[src/rtl/mem_access_ctrl_pkg.sv]
// Shared ARM pipeline definitions for the data-memory access controller:
// FSM state encoding, request bundle and the default data-memory base.
package mem_access_ctrl_pkg;

   typedef enum logic [1:0] {
      IDLE = 2'd0,
      LO   = 2'd1,
      HI   = 2'd2,
      DONE = 2'd3
   } mac_state_t;

   typedef struct packed {
      logic rd;
      logic wr;
   } mem_req_t;

   localparam logic [31:0] DEF_BASE_ADDR = 32'd1024;

endpackage

[src/rtl/mem_access_ctrl_phase_counter.sv]
// Phase counter for the SRAM controller: cleared on state change,
// counts cycles spent inside the LO and HI phases.
module mem_access_ctrl_phase_counter (
   input  logic       clk,
   input  logic       rst_n,
   input  logic       clr,
   input  logic       inc,
   output logic [3:0] cnt
);

   always_ff @(posedge clk or negedge rst_n) begin
      if (!rst_n)   cnt <= '0;
      else if (clr) cnt <= '0;
      else if (inc) cnt <= cnt + 4'd1;
   end

endmodule

[src/rtl/mem_access_ctrl.sv]
// Splits a 32-bit load/store into two 16-bit SRAM phases (LO then HI),
// stalling the pipeline with ready = 0 until the access completes.
module mem_access_ctrl
   import mem_access_ctrl_pkg::*;
#(
   parameter int unsigned WAIT_CYCLES = 3,
   parameter logic [31:0] BASE_ADDR   = DEF_BASE_ADDR
) (
   input  logic        clk,
   input  logic        rst_n,
   input  logic        mem_read_en,
   input  logic        mem_write_en,
   input  logic [31:0] alu_res,
   input  logic [31:0] val_Rm,
   output logic        ready,
   output logic [31:0] read_data,
   output logic [17:0] sram_addr,
   output logic [15:0] sram_dq_out,
   output logic        sram_dq_oe,
   input  logic [15:0] sram_dq_in,
   output logic        sram_we_n
);

   localparam logic [3:0] LAST_CNT = 4'(WAIT_CYCLES - 1);

   mac_state_t  state, state_nxt;
   mem_req_t    req;
   logic        req_any;
   logic        op_wr;
   logic [3:0]  cnt;
   logic        in_phase;
   logic        last;
   logic [31:0] addr_off;
   logic [16:0] word;
   logic        addr_unused;

   assign req         = '{rd: mem_read_en, wr: mem_write_en};
   assign req_any     = req.rd | req.wr;
   assign in_phase    = (state == LO) || (state == HI);
   assign last        = (cnt == LAST_CNT);

   // Inputs are held stable by the stalled pipeline, so the address is not registered.
   assign addr_off    = alu_res - BASE_ADDR;
   assign word        = addr_off[18:2];
   assign addr_unused = ^{addr_off[31:19], addr_off[1:0]};

   always_ff @(posedge clk or negedge rst_n) begin
      if (!rst_n) state <= IDLE;
      else        state <= state_nxt;
   end

   // Write wins when both enables are raised together.
   always_ff @(posedge clk or negedge rst_n) begin
      if (!rst_n)                        op_wr <= 1'b0;
      else if (state == IDLE && req_any) op_wr <= req.wr;
   end

   always_comb begin
      state_nxt = state;
      case (state)
         IDLE:    if (req_any) state_nxt = LO;
         LO:      if (last)    state_nxt = HI;
         HI:      if (last)    state_nxt = DONE;
         DONE:                 state_nxt = IDLE;
         default:              state_nxt = IDLE;
      endcase
   end

   mem_access_ctrl_phase_counter u_phase_cnt (
      .clk   (clk),
      .rst_n (rst_n),
      .clr   (state_nxt != state),
      .inc   (in_phase),
      .cnt   (cnt)
   );

   always_comb begin
      ready       = 1'b1;
      sram_addr   = '0;
      sram_dq_out = '0;
      sram_dq_oe  = 1'b0;
      sram_we_n   = 1'b1;
      case (state)
         IDLE:    ready = ~req_any;
         LO: begin
            ready     = 1'b0;
            sram_addr = {word, 1'b0};
         end
         HI: begin
            ready     = 1'b0;
            sram_addr = {word, 1'b1};
         end
         default: ready = 1'b1;
      endcase
      // Strobe drops on the last cycle of each phase so address and data hold past it.
      if (in_phase && op_wr) begin
         sram_dq_oe  = 1'b1;
         sram_we_n   = last;
         sram_dq_out = (state == HI) ? val_Rm[31:16] : val_Rm[15:0];
      end
   end

   always_ff @(posedge clk or negedge rst_n) begin
      if (!rst_n) begin
         read_data <= '0;
      end else if (!op_wr && last) begin
         if (state == LO) read_data[15:0]  <= sram_dq_in;
         if (state == HI) read_data[31:16] <= sram_dq_in;
      end
   end

endmodule

[config.mk]
export PLATFORM = sky130hd
export DESIGN_NAME = mem_access_ctrl
export DESIGN_NICKNAME = d
export VERILOG_FILES = /design/src/rtl/mem_access_ctrl_pkg.sv /design/src/rtl/mem_access_ctrl_phase_counter.sv /design/src/rtl/mem_access_ctrl.sv
export SDC_FILE = /design/constraint.sdc
export NUM_CORES = 1
export LEC_CHECK = 0
export BUFFER_PORTS_ARGS = -buffer_cell sky130_fd_sc_hd__buf_4
export CAP_MARGIN = 20
export CORE_ASPECT_RATIO = 0.9
export CORE_MARGIN = 2
export CORE_UTILIZATION = 42
export DETAILED_ROUTE_END_ITERATION = 16
export MAX_ROUTING_LAYER = met4
export PLACE_DENSITY = 0.81
export SLEW_MARGIN = 25
export SYNTH_ARGS = -nofsm -noshare
export SYNTH_HDL_FRONTEND = slang
export SYNTH_HIERARCHICAL = 1
export SYNTH_SLANG_ARGS = --single-unit
[constraint.sdc]
create_clock -name clk -period 2.5 [get_ports clk]
set_clock_uncertainty 0.2 [all_clocks]
set_input_delay 0.25 -clock clk [delete_from_list [all_inputs] [get_ports clk]]
set_output_delay 0.25 -clock clk [all_outputs]
set_load 0.01 [all_outputs]
==> impl_results.md <==
- Pin slew with the least headroom to its limit: 0.475 ns
- Asr flop ratio synth: between 90% and 100%
- DR WL/cell: between 10 and 15 um
- Antenna diodes: 0
- Final weighted congestion in routability-driven placement: 0.884
- Drt total wl: 6190 um
- Critical Path Sink: sram_we_n
- Core ar.: between 5000 and 6000 um^2
- Period utilisation layout: between 90% and 100%
- Fmax: between 0.4 and 0.5 GHz
- Root buffer cell: clkbuf_8
- 1st-pass router iterations: 4
- Num CTS Buffers: 5
- Share of cells above drive strength 1: a little over half
- Syn Inst Count: around 200
- Die height: ~74 um
- Clk sinks: 39
- Routed vias: a little over 2000
- Grt total ovfl: 0
- Mapped Nets: about 290
- Status: finished clean
- Die width: between 80 and 90 um
- Antenna violations before repair: 0
- Number of post-CTS setup repair buffers: 0
- Dpl ws: 0.241 ns
- Final hold viol count: 0
- Synthesized flop and latch total: 39
- Cell area after synthesis: between 2000 and 2500 um^2
- Crit-path max FO: 17
- # IOs: about 150
- Slew margin rel.: 68.3%
- CP Launch Type: flip-flop
- MaxCap Viol Count: 0
- Crit Path Category: reg -> out
- Leak: about 1.8 nW
- CTS tree: built
- Hold Path Class: in -> reg
- DRC viols: 0
- HPWL Detailed: 4680 um
- WP data arrival: about 1.9 ns
- Slack of the worst reg-to-reg path: 0.26 ns
- Synth Flop Type: dfrtp_1
- Clock transition at path regs: 0.08 ns
- Worst Path Required: between 2 and 2.5 ns
- Slew Limit Fails: 0
- First-pass GRT wire length: 9370 um
- Number of global-route vias before repair: ~2000
- DRT iter0 DRCs: approximately 120
- Avg Cell Area, Syn: approximately 11 um^2
- PortBufs: ~140
- Fin worst setup slack: 0.200 ns
- Worst-Skew Late Latency: between 0.2 and 0.3 ns
- Sequential share of the synthesized area: between 40 and 50%
- RSZ-0062 raised after global routing: no
- Die ar.: 6050 um^2
- Setup TNS: 0 ns
- Peak supply drop: ~0.47 mV
- Worst reg2reg endpoint: read_data[10]
- Core Rows: 25
- DR vias/cell: just under 5
- Final min period: 2.30 ns
- Area Overhead vs Synth: 58.2%
- GRT Util Overall: 21.1%
- Fillcell total: approximately 400
- Post-synthesis cell type count: 38
- Final Setup Violations: 0
- CP startpoint: state[1]
- Max Root-Sink Buffers: 2
- Synth Warn #: 6
- ANT nets after route: 0
- CTS H-tree lvls: 2
- Initial Util: 43.5%
- Fin nets: between 400 and 500
- Worst R2R Path Depth: 6
- Worst Setup End Kind: primary output
- Most common cell after layout, fill and taps aside: buf_4
- Number of synthesized flops with an enable pin: 0
- PD cells: 1110 nW/um^2
- R2R Path Start: state[1]
- Largest net degree at the start of global routing: 40
- Commonest non-fill, non-tap cells in the layout: buf_4 (143), dfrtp_1 (38), nor2_1 (26)
## cell usage after synthesis, drive strengths merged, types with 6 or more instances
cell / count / area [um^2]
dfrtp: 39 / 976
nor2: 26 / 97.6
mux2: 33 / 450
mux2i: 19 / 190
buf: 6 / 71.3
ha: 6 / 75.1
nand2: 7 / 26.3
inv: 8 / 30.0
and2: 8 / 50.1
## power by group
group,switching [mW],leakage [nW],internal [mW],total (mW)
clock network,0.219,0.0612,0.323,0.542
logic,1.09,1.27,1.32,2.41
registers,0.184,0.462,0.886,1.07
## cell type report
cell class                      count  area [um^2]  area share (%)
Clock buffer                        6         82.6            2.28
Multi-Input combinational cell    143         1210            33.6
Clock inverter                      2         35.0           0.969
Inverter                            8         30.0           0.830
Tap cell                           67         83.8            2.32
Sequential cell                    39          977            27.0
Timing Repair Buffer              154         1190            33.0
## metrics by stage
step | utilization [%] | power, mW | area, um^2 | cells | hold slack (ns)
2_1_floorplan | - | 2.29 | 2290 | 199 | -0.246
3_3_place_gp | 64.3 | 3.37 | 3380 | 401 | 0.0397
3_5_place_dp | 64.3 | 3.43 | 3380 | 401 | 0.0423
4_1_cts | 68.3 | 4.01 | 3590 | 418 | 0.000480
5_1_grt | 68.8 | 4.30 | 3620 | 419 | 0.000812
6_report | 68.8 | 4.02 | 3620 | 419 | 0.00813
## sequential cells by signal, summed over array words and instances, names as in the netlist
name and flops:
read_data 32, op_wr 1, u_phase_cnt/cnt 4, state 2
## worst max-delay path, stage by stage (launching register included)
cell and delay, ns:
dfrtp_2 0.44, inv_1 0.10, ha_2 0.45, nand2_1 0.09
buf_4 0.20, inv_1 0.08, nand2_1 0.05, buf_4 0.14
## what timing repair did
| item | 4_1_cts | 5_1_grt |
|---|---|---|
| hold endpoints to repair | 52 | 1 |
| hold buffers | 9 | 1 |
| setup endpoints to repair | 10 | 32 |
| pin swaps | 0 | 0 |
| resized for setup | 1 | 6 |
## how the worst min path moves through the flow
stage                         from            end  slack (ns)  depth (start not counted)
global route        sram_dq_in[10]  read_data[26]      0.0008                          2
CTS                  sram_dq_in[9]  read_data[25]      0.0005                          2
floorplan                    rst_n          op_wr       -0.25                          0
finish               sram_dq_in[9]   read_data[9]       0.008                          2
detailed placement           rst_n  read_data[28]        0.04                          1
global placement             rst_n  read_data[26]        0.04                          1
## per-layer routing
metal,track usage (%),part of all wire (%)
met4,7.59,1.7
met2,36.9,50
met3,4.37,7.6
met5,-,0
met1,24.0,40
## logic make-up after synthesis
group                    after synthesis  share of synthesized area, %
multiplexers                          52                          28.0
flip-flops                            39                          42.7
adder cells (fa/ha/maj)                6                          3.28
buffers and inverters                 17                          4.93
AND/OR/NAND/NOR                       61                          13.7
XOR/XNOR                               4                          1.53
AO/OA/AOI/OAI                         20                          5.80
Note: power is estimated with default switching activity, not from simulation.
